File: src/rtl/btn_cond_pkg.sv
// Shared defaults and counter-width helper for the button-conditioning front end.
package btn_cond_pkg;

  localparam int unsigned DEB_CYCLES_DEF  = 4;
  localparam int unsigned HOLD_CYCLES_DEF = 100;

  // Bits needed to hold values 0..max_val, never less than one bit.
  function automatic int unsigned cnt_width(input int unsigned max_val);
    return (max_val < 1) ? 1 : $clog2(max_val + 1);
  endfunction

endpackage

File: src/rtl/btn_chan.sv
// One button channel: two-flop synchroniser, debounce counter and long-hold detector.
module btn_chan
  import btn_cond_pkg::*;
#(
  parameter int unsigned DEB_CYCLES  = DEB_CYCLES_DEF,
  parameter int unsigned HOLD_CYCLES = HOLD_CYCLES_DEF
) (
  input  logic clk,
  input  logic rst,
  input  logic raw,
  output logic level,
  output logic press,
  output logic rel,
  output logic hold
);

  localparam int unsigned DW = cnt_width(DEB_CYCLES);
  localparam int unsigned HW = cnt_width(HOLD_CYCLES);
  localparam logic [DW-1:0] DebLast = DW'(DEB_CYCLES - 1);
  localparam logic [HW-1:0] HoldMax = HW'(HOLD_CYCLES);
  localparam logic [HW-1:0] HoldLast = HW'(HOLD_CYCLES - 1);

  logic          s1_q, s2_q;
  logic          level_q, level_d;
  logic [DW-1:0] dcnt_q, dcnt_d;
  logic [HW-1:0] hcnt_q, hcnt_d;
  logic          press_q, press_d;
  logic          rel_q, rel_d;
  logic          hold_q, hold_d;

  always_ff @(posedge clk or posedge rst) begin
    if (rst) begin
      s1_q    <= 1'b0;
      s2_q    <= 1'b0;
      level_q <= 1'b0;
      dcnt_q  <= '0;
      hcnt_q  <= '0;
      press_q <= 1'b0;
      rel_q   <= 1'b0;
      hold_q  <= 1'b0;
    end else begin
      s1_q    <= raw;
      s2_q    <= s1_q;
      level_q <= level_d;
      dcnt_q  <= dcnt_d;
      hcnt_q  <= hcnt_d;
      press_q <= press_d;
      rel_q   <= rel_d;
      hold_q  <= hold_d;
    end
  end

  // Debounce: any return of s2 to the current level discards accumulated credit.
  always_comb begin
    level_d = level_q;
    dcnt_d  = dcnt_q;
    press_d = 1'b0;
    rel_d   = 1'b0;
    if (s2_q == level_q) begin
      dcnt_d = '0;
    end else if (dcnt_q == DebLast) begin
      level_d = s2_q;
      dcnt_d  = '0;
      press_d = s2_q;
      rel_d   = ~s2_q;
    end else begin
      dcnt_d = dcnt_q + 1'b1;
    end
  end

  // Hold: saturating counter so the pulse fires once per accepted press.
  always_comb begin
    hcnt_d = hcnt_q;
    hold_d = 1'b0;
    if (!level_q) begin
      hcnt_d = '0;
    end else if (hcnt_q < HoldMax) begin
      hcnt_d = hcnt_q + 1'b1;
      hold_d = (hcnt_q == HoldLast);
    end
  end

  assign level = level_q;
  assign press = press_q;
  assign rel   = rel_q;
  assign hold  = hold_q;

endmodule

File: src/rtl/btn_cond.sv
// Button-conditioning front end: N_BTN independent debounced channels with
// press, release and long-hold pulses, all registered.
module btn_cond
  import btn_cond_pkg::*;
#(
  parameter int unsigned N_BTN       = 2,
  parameter int unsigned DEB_CYCLES  = DEB_CYCLES_DEF,
  parameter int unsigned HOLD_CYCLES = HOLD_CYCLES_DEF
) (
  input  logic             clk,
  input  logic             rst,
  input  logic [N_BTN-1:0] btn_raw,
  output logic [N_BTN-1:0] btn_level,
  output logic [N_BTN-1:0] btn_press,
  output logic [N_BTN-1:0] btn_release,
  output logic [N_BTN-1:0] btn_hold
);

  for (genvar g = 0; g < N_BTN; g++) begin : gen_chan
    btn_chan #(
      .DEB_CYCLES (DEB_CYCLES),
      .HOLD_CYCLES(HOLD_CYCLES)
    ) u_chan (
      .clk  (clk),
      .rst  (rst),
      .raw  (btn_raw[g]),
      .level(btn_level[g]),
      .press(btn_press[g]),
      .rel  (btn_release[g]),
      .hold (btn_hold[g])
    );
  end

endmodule
File: config.mk
export PLATFORM = sky130hd
export DESIGN_NAME = btn_cond
export DESIGN_NICKNAME = d
export VERILOG_FILES = /design/src/rtl/btn_cond_pkg.sv /design/src/rtl/btn_chan.sv /design/src/rtl/btn_cond.sv
export SDC_FILE = /design/constraint.sdc
export NUM_CORES = 1
export LEC_CHECK = 0
export ABC_AREA = 1
export BUFFER_PORTS_ARGS = -buffer_cell sky130_fd_sc_hd__buf_2
export CAP_MARGIN = 30
export CORE_MARGIN = 5
export CORE_UTILIZATION = 40
export CTS_CLUSTER_SIZE = 10
export DETAILED_ROUTE_END_ITERATION = 12
export PLACE_DENSITY = 0.58
export SLEW_MARGIN = 20
export SYNTH_ARGS = -nofsm -noshare
export SYNTH_HDL_FRONTEND = slang
export SYNTH_SLANG_ARGS = --single-unit
File: constraint.sdc
create_clock -name clk -period 1.16 [get_ports clk]
set_input_delay 0 -clock clk [delete_from_list [all_inputs] [get_ports clk]]
set_output_delay 0 -clock clk [all_outputs]
set_load 0.005 [all_outputs]
==> results of run 1 <==
==> cell type report <==
| cell class | count | area [sq um] |
|---|---|---|
| Fill cell | 371 | 1890 |
| Sequential cell | 32 | 802 |
| Multi-Input combinational cell | 95 | 547 |
| Timing Repair Buffer | 20 | 130 |
| Inverter | 25 | 96.3 |
| Clock buffer | 6 | 72.6 |
| Tap cell | 48 | 60.1 |
| Clock inverter | 2 | 35.0 |
==> logic make-up (layout without fill, tap and decap cells) <==
logic type / Yosys count / after routing / synth area share, %
flip-flops: 32 / 32 / 53.5
AO/OA/AOI/OAI: 14 / 14 / 5.51
XOR/XNOR: 2 / 2 / 1.67
buffers and inverters: 35 / 53 / 11.7
AND/OR/NAND/NOR: 75 / 75 / 24.3
adder cells (fa/ha/maj): 4 / 4 / 3.34
==> worst min-delay path by stage <==
stage | endpoint | slack [ns]
floorplan | gen_chan[0].u_chan.s1_q | 0.03
global placement | gen_chan[1].u_chan.s2_q | 0.1
detailed placement | gen_chan[1].u_chan.dcnt_q[2] | 0.10
CTS | gen_chan[1].u_chan.s1_q | 0.34
global route | gen_chan[1].u_chan.s2_q | 0.35
finish | gen_chan[1].u_chan.press | 0.34
==> stage by stage <==
stage / util (%) / instances / total power, mW
2_1_floorplan: - / 162 / 2.13
3_3_place_gp: 42.8 / 214 / 2.22
3_5_place_dp: 42.8 / 214 / 2.26
4_1_cts: 46.6 / 225 / 3.32
5_1_grt: 48.0 / 228 / 3.62
6_report: 48.0 / 228 / 3.36
==> synth_stat cells (all sizes together) <==
cell type  count
nor4           1
o21bai         2
nand2         28
a21oi          5
dfrtp         32
xnor2          2
nor2          22
buf           10
o21ai          7
nand4          2
nor3b          1
inv           25
nor3           3
ha             4
nand3         18
==> flip-flops by register name, summed over array words and instances (netlist names) <==
name / cells
gen_chan.u_chan.dcnt_q: 6
gen_chan.u_chan.hold: 2
gen_chan.u_chan.s2_q: 2
gen_chan.u_chan.press: 2
gen_chan.u_chan.level: 2
gen_chan.u_chan.s1_q: 2
gen_chan.u_chan.rel: 2
gen_chan.u_chan.hcnt_q: 14
==> tightest hold or removal path: stages <==
cell and delay [ns]:
dlygate4sd3_1 0.53, buf_2 0.12, inv_1 0.04, buf_4 0.35
==> what timing repair did <==
| item | CTS | global route |
|---|---|---|
| setup endpoints to repair | 0 | 8 |
| resized for setup | 0 | 8 |
| endpoints found under the hold margin | 34 | 0 |
| hold buffers | 3 | 0 |
| setup buffers | 0 | 3 |
==> layer usage <==
metal / up-vias / track usage [%] / part of all wire, %
met1: 486 / 11.5 / 43
met5: - / 0 / 0
met3: 9 / 4.26 / 4.2
met4: 0 / 8.14 / 3.0
li1: 534 / - / -
met2: 10 / 16.6 / 49
==> power by group <==
group	switching [mW]	internal [mW]
Combinational	0.408	0.381
Clock	0.387	0.636
Sequential	0.245	1.31
Total	1.04	2.32
==> results_dict.tcl, run 1 <==
set metrics [dict create \
    status "complete, no violations" \
    io_pins 12 \
    die_width_um 71.2 \
    cts_num_sinks 32 \
    max_stage_delay_ns 0.39 \
    p_leak_nw 0.872 \
    ant_nets 0 \
    die_y_um 71.2 \
    rows 22 \
    dp_hpwl_um 1680 \
    final_common_cell "dfrtp_1" \
    cp-start-kind "flip-flop" \
    cts_tree "built" \
    clkLatencyLatePin_ns 0.28 \
    critPathBufInv 1 \
    crit_start "gen_chan[0].u_chan.hcnt_q[1]" \
    synth_top_area_share_pct 53.5 \
    grt_overflow 0 \
    ys_seq_area_share_pct 53.5 \
    path_cells "ha_2 > nand2_1 > nor2_2 > inv_2 > nor2_1 > nor2_1" \
    grt_pass1_vias 971 \
    final_layout_size_suffix_gt1_share_pct 27.8 \
    hold_viol_final 0 \
    path_class "reg -> reg" \
    clk_pin_slew_ns 0.06 \
    setup_ws_ns 0.0901 \
    r2r-end "gen_chan[0].u_chan.hcnt_q[4]" \
    drc 0 \
    pre_cts_slack_ns 0.0410 \
    synth_top_area_cell "dfrtp_1" \
    cp.required_ns 1.33 \
    cts_buffers 5 \
    dieArea_sq_mm 0.00507 \
    setup_viol 0 \
    place_congestion 0.774 \
    clock_path_buffers 2 \
    synth_seq_cells 32 \
    vias 1039 \
    reg2reg_setup_slack_ns 0.09 \
    fin_hold_ws_ns 0.339 \
    r2r_cells 6 \
    root_buffer "clkbuf_8" \
    cpLargestDelayFamily "flip-flops" \
    ys_types 26 \
    design_area_sq_mm 0.00174 \
    powerDensity_mw_per_mm2 1930 \
    cp_max_fo 4 \
    end_kind "flip-flop" \
    firstDrtPassIters 2 \
    layout_common_cells "dfrtp_1, nand2_1, inv_1" \
    min_path_type "in -> async" \
    grt_usage_pct 10.7 \
    rr_startpoint "gen_chan[0].u_chan.hcnt_q[1]" \
    grt_start_max_net_pins 33 \
    ys_warn_count 0 \
    crit_end "gen_chan[0].u_chan.hcnt_q[4]" \
    wirelength_um 2430 \
    finalMaxSlewViolations 0 \
    htreeDepth 2 \
    layout_min_cycle_time_ns 1.07 \
    irDropWorstVdd_mv 0.902 \
    start_util_pct 41.2 \
    avgViaCountPerCell 4.56 \
    syn_nets 170 \
    coreArea_sq_mm 0.00363 \
    antenna_found_initial 0 \
    crit_top_cell "nor2_1" \
    worst_pin_slew_ns 0.390 \
    cp_num_cells 6 \
    diodes 0 \
    fin_nets 187 \
    ys_top_cells_by_area "dfrtp_1, nand2_1, nand3_1" \
    placed_area_sq_mm 0.00156 \
    critical_path.slowest_cell "dfrtp_1" \
    area_growth_pct 16.4 \
    grt_first_pass_wirelength_um 4110 \
    arrival_ns 1.24 \
    wire_per_inst_um 10.7 \
    port_buffers 11 \
    finalSetupTns_ns 0 \
    syn_inst 162 \
    timing.final.crit_share_pct 92.2 \
    fin_worst_skew_ns 0.00468 \
    maxCapViolCount 0 \
    avgSynthCellArea_sq_um 9.24 \
    slew_headroom_pct 74.0 \
    syn_area_sq_mm 0.00150 \
    initialDrtViolationCount 50 \
    fmax_mhz 935 \
]
(Power assumes the default switching activity.)
==> inputs of run 2 (changes only) <==
--- a/config.mk
+++ b/config.mk
@@ -5,13 +5,13 @@
 export SDC_FILE = /design/constraint.sdc
 export NUM_CORES = 1
 export LEC_CHECK = 0
-export ABC_AREA = 1
 export BUFFER_PORTS_ARGS = -buffer_cell sky130_fd_sc_hd__buf_2
 export CAP_MARGIN = 30
 export CORE_MARGIN = 5
 export CORE_UTILIZATION = 40
 export CTS_CLUSTER_SIZE = 10
 export DETAILED_ROUTE_END_ITERATION = 12
+export GPL_TIMING_DRIVEN = 0
 export PLACE_DENSITY = 0.58
 export SLEW_MARGIN = 20
 export SYNTH_ARGS = -nofsm -noshare
==> run 2 against run 1 <==
Against the previous run: the run now ends with negative setup slack left; critical path depth is 3 lower; power is 7.4% lower; core utilization is 4.9 points higher; clock power is 36% lower; highest routed layer unchanged; maximum frequency is 12% lower; synthesized area is 5.3% lower; via count is 2.9% lower; die area is 4.6% lower; setup slack worse by 0.14 ns; register-to-register slack worse by 0.14 ns.
==> results_dict.tcl, run 2 <==
set metrics [dict create \
    syn_nets 132 \
    diodes 0 \
    fill_cells 298 \
    setup_ws_ns -0.0522 \
    powerDensity_mw_per_mm2 1740 \
    p_leak_nw 0.839 \
    avgViaCountPerCell 4.95 \
    ys_seq_area_share_pct 56.5 \
    grt_first_pass_wirelength_um 4350 \
    irDropWorstVdd_mv 0.819 \
    setup_viol 4 \
    finalSetupTns_ns -0.103 \
    coreArea_sq_mm 0.00339 \
    p_sw_mw 1.00 \
    wirelength_um 2600 \
    design_area_sq_mm 0.00179 \
    antenna_found_initial 0 \
    clkLatencyLatePin_ns 0.32 \
    cp-start-kind "flip-flop" \
    place_congestion 0.816 \
    cts_tree "built" \
    synth_edf_count 0 \
    min_path_type "in -> async" \
    end_kind "flip-flop" \
    start_util_pct 41.8 \
    status "finished with violations" \
    syn_inst 124 \
    grt_overflow 0 \
    power.total_mw 3.12 \
    layout_min_cycle_time_ns 1.21 \
    hold_viol_final 0 \
    layout_common_cells "dfrtp_1, buf_4, nand2_1" \
    cts_buffers 5 \
    fmax_mhz 825 \
    dieArea_sq_mm 0.00483 \
    synth_common_cells "dfrtp_1, nand2_1, buf_4" \
    cp_max_fo 3 \
    vias 1009 \
    area_growth_pct 26.5 \
    rows 21 \
    clock_path_buffers 2 \
    swShare_pct 32.2 \
    synth_top_area_share_pct 56.5 \
    die_y_um 69.5 \
    ant_nets 0 \
    grt_pass1_vias 1001 \
    fin_hold_ws_ns 0.302 \
    path_class "reg -> reg" \
    arrival_ns 1.48 \
    placed_area_sq_mm 0.00154 \
    slew_headroom_pct 57.1 \
    drc 0 \
    synth_top_area_cell "dfrtp_1" \
    firstDrtPassIters 6 \
    synthFlopType "dfrtp_1" \
    avgSynthCellArea_sq_um 11.4 \
    largest_register_ffs 14 \
    fin_nets 165 \
    yosysMostFrequentCell "dfrtp_1" \
    port_buffers 11 \
    fin_worst_skew_ns 0.0143 \
    reg_top3 "gen_chan.u_chan.hcnt_q x14, gen_chan.u_chan.dcnt_q x6" \
    worst_pin_slew_ns 0.642 \
    dp_hpwl_um 1640 \
    combPwrFrac_pct 30.9 \
    p_seq_share_pct 48.2 \
    htreeDepth 2 \
    ys_async_sr_fraction_pct 100 \
    rsz0062_at_grt "yes" \
    top_register "gen_chan.u_chan.hcnt_q" \
    grt_start_max_net_pins 33 \
    timing.final.crit_share_pct 105 \
    root_buffer "clkbuf_4" \
    cts_num_sinks 32 \
    pre_cts_slack_ns -0.112 \
    power_frac_clock_pct 20.9 \
    internal-power_mw 2.11 \
    violations "negative setup slack" \
    ys_top_cells_by_area "dfrtp_1, buf_4, nand2_1" \
    synth_seq_cells 32 \
    finalMaxSlewViolations 0 \
    ys_warn_count 0 \
    maxCapViolCount 0 \
    wire_per_inst_um 12.7 \
    io_pins 12 \
    final_layout_size_suffix_gt1_share_pct 39.2 \
    clk_pin_slew_ns 0.10 \
    cp.required_ns 1.42 \
    final_common_cell "dfrtp_1" \
    initialDrtViolationCount 68 \
    die_width_um 69.5 \
    ys_types 28 \
    grt_usage_pct 11.3 \
    syn_area_sq_mm 0.00142 \
]
[run 2: cell count changes after synthesis, sizes merged, moves of 5 or more]
cell | before | now
inv | 25 | 5
nor2 | 22 | 5
nand2 | 28 | 14
nand3 | 18 | 4
nand2b | 0 | 7
nor3b | 1 | 7
a21oi | 5 | 0
[run 2: logic make-up (layout without fill, tap and decap cells)]
family	count (synthesis)	after routing	share of synthesized area, %
flip-flops	32	32	56.5
AND/OR/NAND/NOR	51	51	19.7
multiplexers	6	6	4.41
adder cells (fa/ha/maj)	4	4	3.53
buffers and inverters	15	49	6.35
AO/OA/AOI/OAI	12	12	7.06
XOR/XNOR	4	4	2.47
[run 2: critical path, cell delays in order (launching register included)]
cell and delay, ns:
dfrtp_2 0.45, o311ai_4 0.35, and4b_1 0.24, a31o_1 0.11
[run 2: final cells by class]
class	count	area [sq um]	area share (%)
timing repair buffer	26	179	9.98
sequential	32	810	45.2
buffer	10	72.6	4.05
clock buffer	8	58.8	3.28
multi-input combinational	77	597	33.3
tap	46	57.6	3.21
inverter	5	18.8	1.05
[run 2: power groups by stage]
stage / registers [mW] / logic, mW / clock network, mW
5_1_grt: 1.54 / 1.08 / 0.727
3_3_place_gp: 1.50 / 0.731 / 0
4_1_cts: 1.49 / 0.823 / 0.682
6_report: 1.50 / 0.962 / 0.651
3_5_place_dp: 1.51 / 0.761 / 0
2_1_floorplan: 1.46 / 0.596 / 0
[run 2: final timing paths]
kind | endpoint | depth (start not counted) | slack, ns | startpoint
setup / recovery | gen_chan[1].u_chan.hcnt_q[2] | 3 | -0.05 | gen_chan[1].u_chan.hcnt_q[3]
hold / removal | gen_chan[1].u_chan.hold | 3 | 0.30 | rst
setup reg to reg | gen_chan[1].u_chan.hcnt_q[2] | 3 | -0.05 | gen_chan[1].u_chan.hcnt_q[3]
hold reg to reg | gen_chan[0].u_chan.s2_q | 0 | 0.35 | gen_chan[0].u_chan.s1_q
max in group asynchronous | gen_chan[0].u_chan.hcnt_q[4] | 3 | 0.39 | rst
min in group clk | gen_chan[1].u_chan.s1_q | 2 | 0.32 | btn_raw[1]
[run 2: layer usage]
layer / track usage (%) / vias to the layer above / part of all wire (%)
li1: - / 496 / -
met1: 13.8 / 491 / 42
met2: 17.8 / 18 / 52
met3: 3.62 / 4 / 4.2
met4: 5.42 / 0 / 1.5
met5: 0 / - / 0
[run 2: what timing repair did]
item	in CTS	in global routing
resized for setup	12	11
pin swaps	3	10
setup endpoints to repair	10	15
hold buffers	3	0
buffers inserted	7	5
endpoints found under the hold margin	34	0
[run 2: stage by stage]
stage | util [%] | std cells
2_1_floorplan | - | 124
3_3_place_gp | 45.4 | 181
3_5_place_dp | 45.4 | 181
4_1_cts | 50.8 | 199
5_1_grt | 52.9 | 204
6_report | 52.9 | 204
